`config.mk`:
```
export PLATFORM = sky130hd
export DESIGN_NAME = id_ex_stage
export DESIGN_NICKNAME = d
export VERILOG_FILES = /design/src/rtl/id_ex_stage.sv
export SDC_FILE = /design/constraint.sdc
export NUM_CORES = 1
export LEC_CHECK = 0
export CORE_AREA = 5 5 187 189
export CTS_CLUSTER_DIAMETER = 200
export DETAILED_ROUTE_END_ITERATION = 10
export DIE_AREA = 0 0 192 194
export GPL_TIMING_DRIVEN = 0
export PLACE_DENSITY_LB_ADDON = 0.08
export SLEW_MARGIN = 15
export SYNTH_ARGS = -nofsm -noshare
export SYNTH_HDL_FRONTEND = slang
export SYNTH_SLANG_ARGS = --single-unit
export TNS_END_PERCENT = 1
```
`constraint.sdc`:
```
create_clock -name clk -period 2.8 [get_ports clk]
set_clock_uncertainty 0.15 [all_clocks]
set_input_delay 0.28 -clock clk [delete_from_list [all_inputs] [get_ports clk]]
set_output_delay 0.28 -clock clk [all_outputs]
set_load 0.005 [all_outputs]
```
`src/rtl/id_ex_stage.sv`:
```
// Purpose : decode-to-execute pipeline register with mem/writeback operand forwarding feeding the ALU.
// Latency : decode fields reach execute outputs 1 cycle after the loading edge; forwarding is combinational (0 cycles).
// Backpressure: stall_e holds the register (refreshing operand data from forwarding); flush_e inserts a bubble and beats stall_e.
//
// Ports:
//   clk, rst_n            clock (rising edge) and asynchronous active-low reset
//   stall_e, flush_e      hazard-unit hold / bubble controls
//   *_d                   decoded operands, indices and control from the decode stage
//   alu_result_m, rd_m, reg_write_m   memory-stage producer for forwarding
//   result_w, rd_w, reg_write_w       writeback-stage producer for forwarding
//   src_a_e, src_b_e, alu_control_e   ALU inputs
//   write_data_e          forwarded rs2 (store data)
//   remaining *_e         registered copies for branch resolution, EX/MEM and hazard unit
//   forward_a_e/_b_e      forwarding selects: 00 register file, 10 mem stage, 01 writeback stage

module id_ex_stage #(
    parameter int DATA_WIDTH     = 32,
    parameter int REG_ADDR_WIDTH = 5
) (
    input  logic                      clk,
    input  logic                      rst_n,
    input  logic                      stall_e,
    input  logic                      flush_e,
    input  logic [DATA_WIDTH-1:0]     rd1_d,
    input  logic [DATA_WIDTH-1:0]     rd2_d,
    input  logic [DATA_WIDTH-1:0]     imm_ext_d,
    input  logic [DATA_WIDTH-1:0]     pc_d,
    input  logic [DATA_WIDTH-1:0]     pc_plus4_d,
    input  logic [REG_ADDR_WIDTH-1:0] rs1_d,
    input  logic [REG_ADDR_WIDTH-1:0] rs2_d,
    input  logic [REG_ADDR_WIDTH-1:0] rd_d,
    input  logic [3:0]                alu_control_d,
    input  logic                      alu_src_a_d,
    input  logic                      alu_src_b_d,
    input  logic                      reg_write_d,
    input  logic                      mem_write_d,
    input  logic                      jump_d,
    input  logic                      branch_d,
    input  logic [1:0]                result_src_d,
    input  logic [2:0]                funct3_d,
    input  logic [DATA_WIDTH-1:0]     alu_result_m,
    input  logic [REG_ADDR_WIDTH-1:0] rd_m,
    input  logic                      reg_write_m,
    input  logic [DATA_WIDTH-1:0]     result_w,
    input  logic [REG_ADDR_WIDTH-1:0] rd_w,
    input  logic                      reg_write_w,
    output logic [DATA_WIDTH-1:0]     src_a_e,
    output logic [DATA_WIDTH-1:0]     src_b_e,
    output logic [3:0]                alu_control_e,
    output logic [DATA_WIDTH-1:0]     write_data_e,
    output logic [DATA_WIDTH-1:0]     imm_ext_e,
    output logic [DATA_WIDTH-1:0]     pc_e,
    output logic [DATA_WIDTH-1:0]     pc_plus4_e,
    output logic [REG_ADDR_WIDTH-1:0] rs1_e,
    output logic [REG_ADDR_WIDTH-1:0] rs2_e,
    output logic [REG_ADDR_WIDTH-1:0] rd_e,
    output logic                      reg_write_e,
    output logic                      mem_write_e,
    output logic                      jump_e,
    output logic                      branch_e,
    output logic [1:0]                result_src_e,
    output logic [2:0]                funct3_e,
    output logic [1:0]                forward_a_e,
    output logic [1:0]                forward_b_e
);

    localparam logic [1:0] FWD_REG = 2'b00;
    localparam logic [1:0] FWD_WB  = 2'b01;
    localparam logic [1:0] FWD_MEM = 2'b10;

    // Operand data and operand-source selects are kept internally; only the
    // muxed results leave the block.
    logic [DATA_WIDTH-1:0] rd1_e;
    logic [DATA_WIDTH-1:0] rd2_e;
    logic                  alu_src_a_e;
    logic                  alu_src_b_e;

    logic [DATA_WIDTH-1:0] fwd_a;
    logic [DATA_WIDTH-1:0] fwd_b;

    // ------------------------------------------------------------------
    // Forwarding select. The mem stage holds the younger result, so it is
    // checked first. x0 is hardwired to zero and must never pick up a
    // bypassed value, even if some stage claims to write it.
    // ------------------------------------------------------------------
    always_comb begin
        forward_a_e = FWD_REG;
        if (reg_write_m && (rd_m != '0) && (rd_m == rs1_e)) begin
            forward_a_e = FWD_MEM;
        end else if (reg_write_w && (rd_w != '0) && (rd_w == rs1_e)) begin
            forward_a_e = FWD_WB;
        end
    end

    always_comb begin
        forward_b_e = FWD_REG;
        if (reg_write_m && (rd_m != '0) && (rd_m == rs2_e)) begin
            forward_b_e = FWD_MEM;
        end else if (reg_write_w && (rd_w != '0) && (rd_w == rs2_e)) begin
            forward_b_e = FWD_WB;
        end
    end

    always_comb begin
        fwd_a = rd1_e;
        case (forward_a_e)
            FWD_MEM: fwd_a = alu_result_m;
            FWD_WB:  fwd_a = result_w;
            default: fwd_a = rd1_e;
        endcase
    end

    always_comb begin
        fwd_b = rd2_e;
        case (forward_b_e)
            FWD_MEM: fwd_b = alu_result_m;
            FWD_WB:  fwd_b = result_w;
            default: fwd_b = rd2_e;
        endcase
    end

    // ------------------------------------------------------------------
    // ALU operand muxing. Store data always takes the forwarded rs2, even
    // when the ALU B input is the immediate (address generation).
    // ------------------------------------------------------------------
    always_comb begin
        src_a_e      = alu_src_a_e ? pc_e : fwd_a;
        src_b_e      = alu_src_b_e ? imm_ext_e : fwd_b;
        write_data_e = fwd_b;
    end

    // ------------------------------------------------------------------
    // Pipeline register. Priority: flush > stall > load.
    // During a stall the operand data fields are refreshed with the
    // forwarded values: a producer may retire out of writeback while we
    // wait, and without this its result would be lost (the register file
    // copy we captured at decode is stale).
    // ------------------------------------------------------------------
    always_ff @(posedge clk or negedge rst_n) begin
        if (!rst_n) begin
            rd1_e         <= '0;
            rd2_e         <= '0;
            imm_ext_e     <= '0;
            pc_e          <= '0;
            pc_plus4_e    <= '0;
            rs1_e         <= '0;
            rs2_e         <= '0;
            rd_e          <= '0;
            alu_control_e <= '0;
            alu_src_a_e   <= 1'b0;
            alu_src_b_e   <= 1'b0;
            reg_write_e   <= 1'b0;
            mem_write_e   <= 1'b0;
            jump_e        <= 1'b0;
            branch_e      <= 1'b0;
            result_src_e  <= '0;
            funct3_e      <= '0;
        end else if (flush_e) begin
            // Bubble: an all-zero entry is an add of x0+x0 with no side effects.
            rd1_e         <= '0;
            rd2_e         <= '0;
            imm_ext_e     <= '0;
            pc_e          <= '0;
            pc_plus4_e    <= '0;
            rs1_e         <= '0;
            rs2_e         <= '0;
            rd_e          <= '0;
            alu_control_e <= '0;
            alu_src_a_e   <= 1'b0;
            alu_src_b_e   <= 1'b0;
            reg_write_e   <= 1'b0;
            mem_write_e   <= 1'b0;
            jump_e        <= 1'b0;
            branch_e      <= 1'b0;
            result_src_e  <= '0;
            funct3_e      <= '0;
        end else if (stall_e) begin
            rd1_e <= fwd_a;
            rd2_e <= fwd_b;
        end else begin
            rd1_e         <= rd1_d;
            rd2_e         <= rd2_d;
            imm_ext_e     <= imm_ext_d;
            pc_e          <= pc_d;
            pc_plus4_e    <= pc_plus4_d;
            rs1_e         <= rs1_d;
            rs2_e         <= rs2_d;
            rd_e          <= rd_d;
            alu_control_e <= alu_control_d;
            alu_src_a_e   <= alu_src_a_d;
            alu_src_b_e   <= alu_src_b_d;
            reg_write_e   <= reg_write_d;
            mem_write_e   <= mem_write_d;
            jump_e        <= jump_d;
            branch_e      <= branch_d;
            result_src_e  <= result_src_d;
            funct3_e      <= funct3_d;
        end
    end

endmodule

```
==> flow_summary.json <==
{
  "status": "finished, violations left",
  "failed_checks": "negative setup slack",
  "start_kind": "flip-flop",
  "layout-drive-gt1-share_pct": 22.9,
  "totalPowerFinal_uw": 7870,
  "reg2reg_from": "rs1_e[4]$_DFFE_PN0P_",
  "fillers": 3010,
  "synth-edff-count": 0,
  "max_freq_ghz": 0.332,
  "netlist_area_um2": 10200,
  "drc": 0,
  "worst_slack_ps": -208,
  "end_kind": "output pin",
  "grt_max_degree": 76,
  "std_cell_rows": 67,
  "clock_sinks": 190,
  "clk_latency_ps": 450,
  "hpwl_mm": 36.5,
  "die_x_um": 192,
  "gp_congestion": 0.820,
  "setup_violations": 70,
  "rsz0062_at_grt": "yes",
  "fp.dieH_um": 194,
  "dieArea_um2": 37200,
  "rr_worst_depth": 6,
  "hp-class": "input pin to async pin",
  "seq_area_um2": 4760,
  "ir_worst_vdd_uv": 384,
  "drt_iter0_markers": 546,
  "portBuffers": 493,
  "clock_path_buffers": 2,
  "cts_tree": "done",
  "ys_seq_area_share_pct": 46.8,
  "period_share_pct": 107,
  "coreArea_um2": 33100,
  "power.leakage_uw": 0.00769,
  "timing.final.crit_period_ps": 3010,
  "path_class": "flip-flop to output pin",
  "wirelength_mm": 49.6,
  "setup_tns_ps": -6030,
  "cp_max_fo": 7,
  "final_nets": 1892,
  "power_density_nw_per_um2": 441,
  "overflow": 0,
  "synth-seq-cells": 190,
  "start_util_pct": 30.7,
  "worstPathRequired_ps": 2370,
  "tightest_slew_ps": 1020,
  "ios": 494,
  "synthesis.instances": 1054,
  "multi_input_area_um2": 5770,
  "yosys_warnings": 0,
  "cts_buffers": 17,
  "grt_pass1_wl_mm": 73.1,
  "grt_pass1_vias": 11200,
  "antenna_left": 0,
  "htree_levels": 4,
  "async_flop_share_pct": 100,
  "worstReg2RegEnd": "rd1_e[12]$_DFF_PN0_",
  "hold_viol_final": 0,
  "syn_nets": 1324,
  "r2r_slack_ps": 310,
  "viasPerCell": 5.03,
  "syn_to_final_growth_pct": 75.5,
  "antenna_found_initial": 13,
  "maxCapViolCount": 0,
  "syn_avg_cell_area_um2": 9.64,
  "slew_headroom_pct": 31.7,
  "synth_ff_type": "dfrtp_1",
  "yosys.cell_types.count": 32,
  "dr_total_vias": 10500,
  "cp-startpoint": "rs2_e[0]$_DFFE_PN0P_",
  "clk_pin_slew_worst_paths_ps": 70,
  "wl_per_cell_um": 23.7,
  "cts-root-buf": "clkbuf_16",
  "grt_usage_pct": 26.0,
  "first_pass_iters": 5,
  "arrival_ps": 2580,
  "slew_violations": 0
}
[layer usage]
| metal | part of all wire [%] | up-vias | GRT usage [%] |
|---|---|---|---|
| met2 | 49 | 384 | 43.8 |
| met3 | 8.7 | 59 | 9.07 |
| met5 | 0.16 | - | 0 |
| met4 | 2.2 | 12 | 7.53 |
| li1 | - | 4854 | - |
| met1 | 39 | 5214 | 31.6 |
[power breakdown]
group          internal [uW]  switching, uW
clock network           1640           1140
logic                   1100            983
registers               2900            102
[final cells by class]
| class | count | share of cell area, % |
|---|---|---|
| Antenna cell | 8 | 0.112 |
| Buffer | 88 | 3.86 |
| Clock buffer | 23 | 2.62 |
| Clock inverter | 9 | 1.01 |
| Inverter | 66 | 1.42 |
| Multi-Input combinational cell | 710 | 32.4 |
| Sequential cell | 190 | 26.7 |
| Tap cell | 448 | 3.14 |
| Timing Repair Buffer | 549 | 28.7 |
[registers in the layout (all words and copies together), names as in the netlist, 3 cells and up]
name,cells
alu_control_e,4
funct3_e,3
imm_ext_e,32
pc_e,32
pc_plus4_e,32
rd1_e,32
rd2_e,32
rd_e,5
rs1_e,5
rs2_e,5
[cell usage in the layout (no fill, tap or decap), types with 4 or more instances in the layout]
cell / Yosys / final
nand2_1: 65 / 65
clkdlybuf4s50_1: 0 / 384
buf_16: 0 / 5
o31ai_4: 0 / 4
diode_2: 0 / 8
buf_6: 7 / 11
xor2_2: 0 / 4
buf_2: 16 / 79
a211oi_4: 0 / 32
clkbuf_16: 0 / 19
nor2_4: 0 / 5
nor2_1: 192 / 181
o21ai_0: 32 / 32
nor2_2: 1 / 7
dfrtp_2: 0 / 7
dlygate4sd2_1: 0 / 8
clkbuf_2: 0 / 24
dfrtp_1: 190 / 183
a31oi_1: 32 / 5
mux2i_1: 158 / 145
inv_1: 66 / 64
a221oi_2: 0 / 28
buf_12: 0 / 18
buf_1: 5 / 4
a22oi_1: 32 / 32
clkbuf_8: 0 / 5
xnor2_1: 12 / 10
bufinv_16: 0 / 5
o31ai_1: 64 / 47
clkdlybuf4s15_1: 0 / 6
o31ai_2: 0 / 13
a31oi_4: 0 / 6
clkbuf_1: 60 / 46
mux2i_2: 0 / 13
xor2_1: 8 / 4
nor3_1: 34 / 32
a31oi_2: 0 / 21
buf_4: 0 / 41
[kinds of logic after synthesis]
family,synth area share [%]
AOI/OAI and AO/OA,17.4
xor gates and xnor gates,1.72
buffers and inverters,6.40
DFF,46.8
muxes,15.6
and+or+nand+nor,12.1
[Yosys cell counts (5+ instances only)]
master	n	share of area [%]
buf_1	5	0.18
dfrtp_1	190	47
a31oi_1	32	2.0
inv_1	66	2.4
a211oi_2	29	3.6
mux2i_1	158	16
a22oi_1	32	2.4
o21ai_0	32	1.6
a221oi_1	32	2.8
buf_2	16	0.79
buf_6	7	0.78
nand2_1	65	2.4
clkbuf_1	60	2.2
nor3_1	34	1.7
xnor2_1	12	1.0
o31ai_1	64	4.7
nor2_1	192	7.1
xor2_1	8	0.69
[worst max-delay path, cell delays in order (launching register included)]
cell and delay [ps]:
dfrtp_1 380, buf_4 140, xor2_2 150, nor3_4 210, buf_12 150, and3_4 190
buf_12 150, buf_16 140, a211oi_4 70, buf_4 150, o31ai_4 230, buf_2 160
[through the flow]
| step | std cells | area (um2) | util, % | hold WS, ps | setup slack [ps] |
|---|---|---|---|---|---|
| after floorplan | 1054 | 10200 | - | -166 | 487 |
| after global placement | 1995 | 15700 | 47.3 | 352 | -7570 |
| after detailed placement | 1997 | 15700 | 47.5 | 87.9 | -1100 |
| after CTS | 2076 | 17600 | 53.2 | 199 | -201 |
| after global routing | 2090 | 17800 | 53.8 | 231 | -295 |
| final | 2091 | 17800 | 53.9 | 193 | -208 |
[how the worst max path moves through the flow]
| stage | endpoint | slack (ps) | cells past startpoint |
|---|---|---|---|
| floorplan | src_a_e[10] | 490 | 7 |
| global placement | pc_plus4_e[16]$_DFFE_PN0P_ | -7570 | 1 |
| detailed placement | src_a_e[13] | -1100 | 9 |
| CTS | src_b_e[5] | -200 | 9 |
| global route | src_b_e[3] | -290 | 11 |
| finish | src_b_e[12] | -210 | 11 |
[repair_timing]
| action | CTS | global route |
|---|---|---|
| hold buffers | 1 | 0 |
| pin swaps | 81 | 39 |
| cloned | 4 | 0 |
| endpoints found under the setup margin | 118 | 123 |
| setup buffers | 42 | 7 |
| endpoints found under the hold margin | 53 | 0 |
| resized for setup | 564 | 99 |
(Power assumes the default switching activity.)
